[config.mk]
export PLATFORM = sky130hd
export DESIGN_NAME = alu_op_issuer_flat
export DESIGN_NICKNAME = d
export VERILOG_FILES = /design/src/rtl/alu_op_issuer_if.sv /design/src/rtl/alu_op_issuer.sv /design/src/flat_wrapper.sv
export SDC_FILE = /design/constraint.sdc
export NUM_CORES = 1
export LEC_CHECK = 0
export BUFFER_PORTS_ARGS = -buffer_cell sky130_fd_sc_hd__buf_4
export CORE_MARGIN = 2
export CORE_UTILIZATION = 40
export DETAILED_ROUTE_END_ITERATION = 10
export PLACE_DENSITY = 0.65
export SYNTH_ARGS = -nofsm -noshare
export SYNTH_HDL_FRONTEND = slang
export SYNTH_SLANG_ARGS = --single-unit
[constraint.sdc]
create_clock -name clk -period 1.75 [get_ports clk]
set_input_delay 0.175 -clock clk [delete_from_list [all_inputs] [get_ports clk]]
set_output_delay 0.175 -clock clk [all_outputs]
set_load 0.1 [all_outputs]
[src/rtl/alu_op_issuer_if.sv]
// Request port between the CCU control sequencer (master) and the ALU operation issuer (slave).
// Carries one ALU operation per valid/ready handshake.
interface alu_op_issuer_if #(
  parameter int IDX_W = 2
) ();
  logic             req_valid;
  logic             req_ready;
  logic [3:0]       req_op;
  logic [IDX_W-1:0] req_sa;
  logic [IDX_W-1:0] req_sb;
  logic [IDX_W-1:0] req_dst;

  modport master (
    output req_valid,
    output req_op,
    output req_sa,
    output req_sb,
    output req_dst,
    input  req_ready
  );

  modport slave (
    input  req_valid,
    input  req_op,
    input  req_sa,
    input  req_sb,
    input  req_dst,
    output req_ready
  );
endinterface

[src/rtl/alu_op_issuer.sv]
// Initiator side of the CCU ALU interface: register file, operand issue, result writeback, CC register.
// Optional macro BACK_TO_BACK_EN: accept during EXEC (1 op/cycle) with result forwarding to operands.
module alu_op_issuer #(
  parameter int NREGS = 4,
  parameter int IDX_W = 2
) (
  input  logic              clk,
  input  logic              reset,
  alu_op_issuer_if.slave    req,
  input  logic              ld_en,
  input  logic [IDX_W-1:0]  ld_idx,
  input  logic [7:0]        ld_data,
  input  logic [IDX_W-1:0]  rd_idx,
  output logic [7:0]        rd_data,
  output logic [7:0]        alu_a,
  output logic [7:0]        alu_b,
  output logic [3:0]        alu_n,
  input  logic [7:0]        alu_r,
  input  logic [3:0]        alu_cc,
  input  logic              alu_we,
  output logic              done_valid,
  output logic [7:0]        done_r,
  output logic              done_err,
  output logic [3:0]        cc_q
);

  typedef enum logic [0:0] {
    S_IDLE = 1'b0,
    S_EXEC = 1'b1
  } state_t;

  state_t           r_state;
  state_t           w_state_nxt;
  logic             w_ready;
  logic             w_accept;
  logic             w_wb;
  logic [7:0]       w_opa;
  logic [7:0]       w_opb;

  logic [7:0]       r_regs [NREGS];
  logic [IDX_W-1:0] r_dst;
  logic             r_illegal;
  logic [7:0]       r_alu_a;
  logic [7:0]       r_alu_b;
  logic [3:0]       r_alu_n;
  logic             r_done_valid;
  logic [7:0]       r_done_r;
  logic             r_done_err;
  logic [3:0]       r_cc_q;

  // NOTE: every output of a combinational block gets a default first, so no path leaves it unassigned and no latch is inferred.
  always_comb begin
    w_state_nxt = r_state;
    w_ready     = 1'b0;
    case (r_state)
      S_IDLE: begin
        w_ready = 1'b1;
        if (req.req_valid) w_state_nxt = S_EXEC;
      end
      S_EXEC: begin
`ifdef BACK_TO_BACK_EN
        w_ready     = 1'b1;
        w_state_nxt = req.req_valid ? S_EXEC : S_IDLE;
`else
        w_ready     = 1'b0;
        w_state_nxt = S_IDLE;
`endif
      end
    endcase
  end

  assign req.req_ready = w_ready;
  assign w_accept      = req.req_valid & w_ready;
  // Writeback happens on the edge that ends EXEC, for legal ops the ALU asks to write.
  assign w_wb          = (r_state == S_EXEC) & ~r_illegal & alu_we;

  // Operands come from the pre-edge register contents; a same-edge writeback is bypassed only when built.
  always_comb begin
    w_opa = r_regs[req.req_sa];
    w_opb = r_regs[req.req_sb];
`ifdef BACK_TO_BACK_EN
    if (w_wb && (req.req_sa == r_dst)) w_opa = alu_r;
    if (w_wb && (req.req_sb == r_dst)) w_opb = alu_r;
`endif
  end

  // NOTE: sequential state uses non-blocking assignments so every flop samples pre-edge values.
  always_ff @(posedge clk) begin
    if (reset) r_state <= S_IDLE;
    else       r_state <= w_state_nxt;
  end

  // NOTE: the register file is small and must read as zero after reset, so it is flops with an explicit reset loop, not a RAM.
  always_ff @(posedge clk) begin
    if (reset) begin
      for (int i = 0; i < NREGS; i++) r_regs[i] <= '0;
    end else begin
      if (ld_en) r_regs[ld_idx] <= ld_data;
      // Later assignment wins, so a colliding writeback overrides the host load.
      if (w_wb)  r_regs[r_dst]  <= alu_r;
    end
  end

  always_ff @(posedge clk) begin
    if (reset) begin
      r_alu_a      <= '0;
      r_alu_b      <= '0;
      r_alu_n      <= '0;
      r_dst        <= '0;
      r_illegal    <= 1'b0;
      r_done_valid <= 1'b0;
      r_done_r     <= '0;
      r_done_err   <= 1'b0;
      r_cc_q       <= '0;
    end else begin
      r_done_valid <= 1'b0;
      if (r_state == S_EXEC) begin
        r_done_valid <= 1'b1;
        if (r_illegal) begin
          r_done_r   <= '0;
          r_done_err <= 1'b1;
        end else begin
          r_done_r   <= alu_r;
          r_done_err <= 1'b0;
          r_cc_q     <= alu_cc;
        end
      end
      if (w_accept) begin
        r_alu_a   <= w_opa;
        r_alu_b   <= w_opb;
        r_alu_n   <= req.req_op;
        r_dst     <= req.req_dst;
        r_illegal <= req.req_op[3];
      end
    end
  end

  assign rd_data    = r_regs[rd_idx];
  assign alu_a      = r_alu_a;
  assign alu_b      = r_alu_b;
  assign alu_n      = r_alu_n;
  assign done_valid = r_done_valid;
  assign done_r     = r_done_r;
  assign done_err   = r_done_err;
  assign cc_q       = r_cc_q;

endmodule

[src/flat_wrapper.sv]
// flat-port wrapper written by rule: the top's interface ports become plain ports
module alu_op_issuer_flat 
#(
  parameter int NREGS = 4,
  parameter int IDX_W = 2
)
  (clk, reset, ld_en, ld_idx, ld_data, rd_idx, rd_data, alu_a, alu_b, alu_n, alu_r, alu_cc, alu_we, done_valid, done_r, done_err, cc_q, req_req_valid, req_req_op, req_req_sa, req_req_sb, req_req_dst, req_req_ready);
  alu_op_issuer_if #(.IDX_W(IDX_W)) req_i ();
  input  logic clk;
  input  logic reset;
  input  logic ld_en;
  input  logic [IDX_W-1:0] ld_idx;
  input  logic [7:0] ld_data;
  input  logic [IDX_W-1:0] rd_idx;
  output logic [7:0] rd_data;
  output logic [7:0] alu_a;
  output logic [7:0] alu_b;
  output logic [3:0] alu_n;
  input  logic [7:0] alu_r;
  input  logic [3:0] alu_cc;
  input  logic alu_we;
  output logic done_valid;
  output logic [7:0] done_r;
  output logic done_err;
  output logic [3:0] cc_q;
  input wire logic [$bits(req_i.req_valid)-1:0] req_req_valid;
  input wire logic [$bits(req_i.req_op)-1:0] req_req_op;
  input wire logic [$bits(req_i.req_sa)-1:0] req_req_sa;
  input wire logic [$bits(req_i.req_sb)-1:0] req_req_sb;
  input wire logic [$bits(req_i.req_dst)-1:0] req_req_dst;
  output wire logic [$bits(req_i.req_ready)-1:0] req_req_ready;
  assign req_i.req_valid = req_req_valid;
  assign req_i.req_op = req_req_op;
  assign req_i.req_sa = req_req_sa;
  assign req_i.req_sb = req_req_sb;
  assign req_i.req_dst = req_req_dst;
  assign req_req_ready = req_i.req_ready;
  alu_op_issuer #(.NREGS(NREGS), .IDX_W(IDX_W)) u_core (.clk(clk), .reset(reset), .req(req_i), .ld_en(ld_en), .ld_idx(ld_idx), .ld_data(ld_data), .rd_idx(rd_idx), .rd_data(rd_data), .alu_a(alu_a), .alu_b(alu_b), .alu_n(alu_n), .alu_r(alu_r), .alu_cc(alu_cc), .alu_we(alu_we), .done_valid(done_valid), .done_r(done_r), .done_err(done_err), .cc_q(cc_q));
endmodule
==> run_results.csv <==
group,metric,value,unit
run_status,status,"completed",
grt,grt_pass1_vias,2355,
yosys,synthArstFlopShare,0,%
route,drt-met1-wl,3263,um
route,wl_met2,3527,um
critical_path,critPathKind,"flop to output port",
cts,cts_buffer_depth,2,
sta,tns,0,ns
cts,clk_pin_slew_worst_paths,0.08,ns
yosys,synth-edff-count,32,
grt,grt_use_total,16.98,%
cts,cts_root_buffer,"clkbuf_8",
place,preCtsSetupSlack,0.1971,ns
finish,areaGrowthSynthToFinish,29.08,%
critical_path,path_delay_family,"multiplexers",
floorplan,die_y,96.41,um
sta,fmax,583.4,MHz
route,vias,2493,
yosys,synth_top_area_share,28.13,%
floorplan,io_pins,82,
sta,finClkSkew,0.006539,ns
floorplan,fp.dieArea,0.009295,mm^2
cts,cts_tree,"yes",
grt,grt_start_max_net_pins,24,
finish,design_area,0.004409,mm^2
route,top_layer_used,"met4",
finish,fin_nets,427,
critical_path,slowest_stage,"mux4_2",
sta,hold_ws,0.06073,ns
sta,worst_pin_slew,0.5126,ns
yosys,synth-main-ff-cell,"dfxtp_1",
route,drt_wl_total,7459,um
place,post-dp-hpwl,5932,um
yosys,yosysTopAreaCell,"edfxtp_1",
sta,slew_violations,0,
yosys,synth_area,0.003416,mm^2
cts,cts_sinks,69,
yosys,ys_seq_area_share,49.82,%
min_path,min_path_cells,3,
yosys,synth_common_cells,"nand2_1, dfxtp_1, mux2i_1",
critical_path,crit_chain,"mux4_2 -> buf_4",
sta,period_needed,1.714,ns
route,route.met3.wl,572,um
yosys,yosysUniqueCellTypes,24,
cts,cts_buffers,9,
floorplan,core,0.008258,mm^2
finish,final_util,53.39,%
run,drv_cap,0,
route,wire_per_inst,14.98,um
yosys,synth_cells,303,
pwr,peakVddDrop,0.0005983,V
yosys,synth_area_leaders,"edfxtp_1, dfxtp_1, mux4_2",
place,place_congestion,0.7642,
yosys,yosysMostFrequentCell,"nand2_1",
critical_path,critPathLaunchType,"flop",
route,ant_nets,0,
sta,rsz0062_at_grt,"no",
critical_path,end_kind,"output port",
floorplan,rows,33,
cts,cts_max_level,3,
min_path,hp-start,"alu_cc[1]",
grt,antenna_found_initial,0,
yosys,ys.warnings.count,0,
critical_path,slowest_delay,0.51,ns
sta,setup_viol,0,
sta,final_hold_viol_count,0,
finish,diodes,0,
pwr,powerDensity,958.7,mW/mm^2
route,viasPerCell,5.006,
finish,layout-drive-gt1-share,35.62,%
route,dr.first_iter.drc_count,130,
critical_path,ff2ff_setup_slack,0.20,ns
cts,clk_latency,0.34,ns
yosys,synth_nets,342,
floorplan,die_x,96.41,um
min_path,min_to,"u_core.cc_q[1]",
grt,gr-total-overflow,0,
critical_path,r2r_start,"u_core.r_illegal",
place,io_buffer_count,81,
critical_path,cp.arrival,1.54,ns
critical_path,r2r_cells,3,
floorplan,start_util,41.36,%
critical_path,crit_buf_inv,1,
place,placed_area,0.004159,mm^2
route,first_pass_iters,4,
critical_path,worstPathRequired,1.57,ns
sta,max-slew-margin-rel,65.76,%
min_path,hold_class,"input port to flop",
route,drt_drc_violations_left,0,
yosys,ys_seq_elements,69,
critical_path,r2r_end,"u_core.r_regs[3][6]",
yosys,syn_area_per_cell,11.27,um^2
sta,postLayoutSetupSlackWorst,0.03584,ns
grt,grt_pass1_wl,11760,um
sta,fin_crit_sh,97.95,%
pwr,p_leak,1.929,nW
critical_path,worstPathMaxFanout,3,
cts,holdBufCountCts,0,
-- repair_timing --
| action | 4_1_cts | 5_1_grt |
|---|---|---|
| gates resized for setup | 0 | 4 |
| endpoints found under the setup margin | 0 | 5 |
| setup buffers | 0 | 1 |
-- kinds of logic (layout without fill, tap and decap cells) --
family                 count (synthesis)  in the layout  share of synthesized area, %
AND/OR/NAND/NOR                      110            110                         14.07
flip-flops                            69             69                         49.82
multiplexers                          61             61                         26.67
buffers and inverters                 32            122                         4.176
AO/OA/AOI/OAI                         31             31                         5.275
-- worst min-delay path, stage by stage --
cell and delay (ns):
buf_4 0.08, mux2i_1 0.05, nor2_1 0.07
-- routing by layer --
metal	global-route usage [%]	vias up
met5	0	-
met4	5.164	0
met3	5.431	7
met2	26.68	91
met1	22.54	1146
li1	-	1249
-- placed cells by master, fill, tap and decap left out, types with 9 or more instances in the layout --
cell      instances
edfxtp_1         32
nand2_1          79
mux2i_1          37
a21oi_1          22
buf_4            93
nor2_1           19
mux4_2           24
clkbuf_8          9
dfxtp_1          37
-- worst max path at each step --
stage / from / endpoint / slack [ns] / cells after the start
2_1_floorplan: u_core.r_illegal / u_core.r_regs[3][0] / 0.06 / 4
3_3_place_gp: reset / u_core.r_regs[3][5] / 0.22 / 4
3_5_place_dp: reset / u_core.r_regs[3][4] / 0.20 / 4
4_1_cts: u_core.r_regs[3][5] / rd_data[5] / 0.01 / 2
5_1_grt: u_core.r_regs[3][5] / rd_data[5] / 0.0001 / 2
6_report: u_core.r_regs[3][0] / rd_data[0] / 0.04 / 2
-- sequential cells by signal, indices dropped and copies added, names as in the netlist, 2 cells and up --
register / cells
u_core.done_r: 8
u_core.r_dst: 2
u_core.alu_n: 3
u_core.alu_a: 8
u_core.r_regs: 32
u_core.cc_q: 4
u_core.alu_b: 8
-- through the flow --
stage               total power, W  cells
floorplan                 0.002572    303
global placement          0.002810    481
detailed placement        0.002824    481
CTS                       0.004259    497
global route              0.004399    498
finish                    0.004227    498
-- cell type report --
type / instances / area [um^2]
Inverter: 9 / 33.78
Clock buffer: 12 / 177.7
Tap cell: 105 / 131.4
Multi-Input combinational cell: 202 / 1572
Sequential cell: 69 / 1702
Fill cell: 761 / 3849
Clock inverter: 4 / 50.05
Timing Repair Buffer: 97 / 743.2
-- report_power, final --
group | internal (W) | switching (W) | total, W
Clock | 0.000833 | 0.000604 | 0.00144
Sequential | 0.00178 | 0.0000594 | 0.00184
Combinational | 0.000297 | 0.000656 | 0.000952
Note: power is estimated with default switching activity, not from simulation.
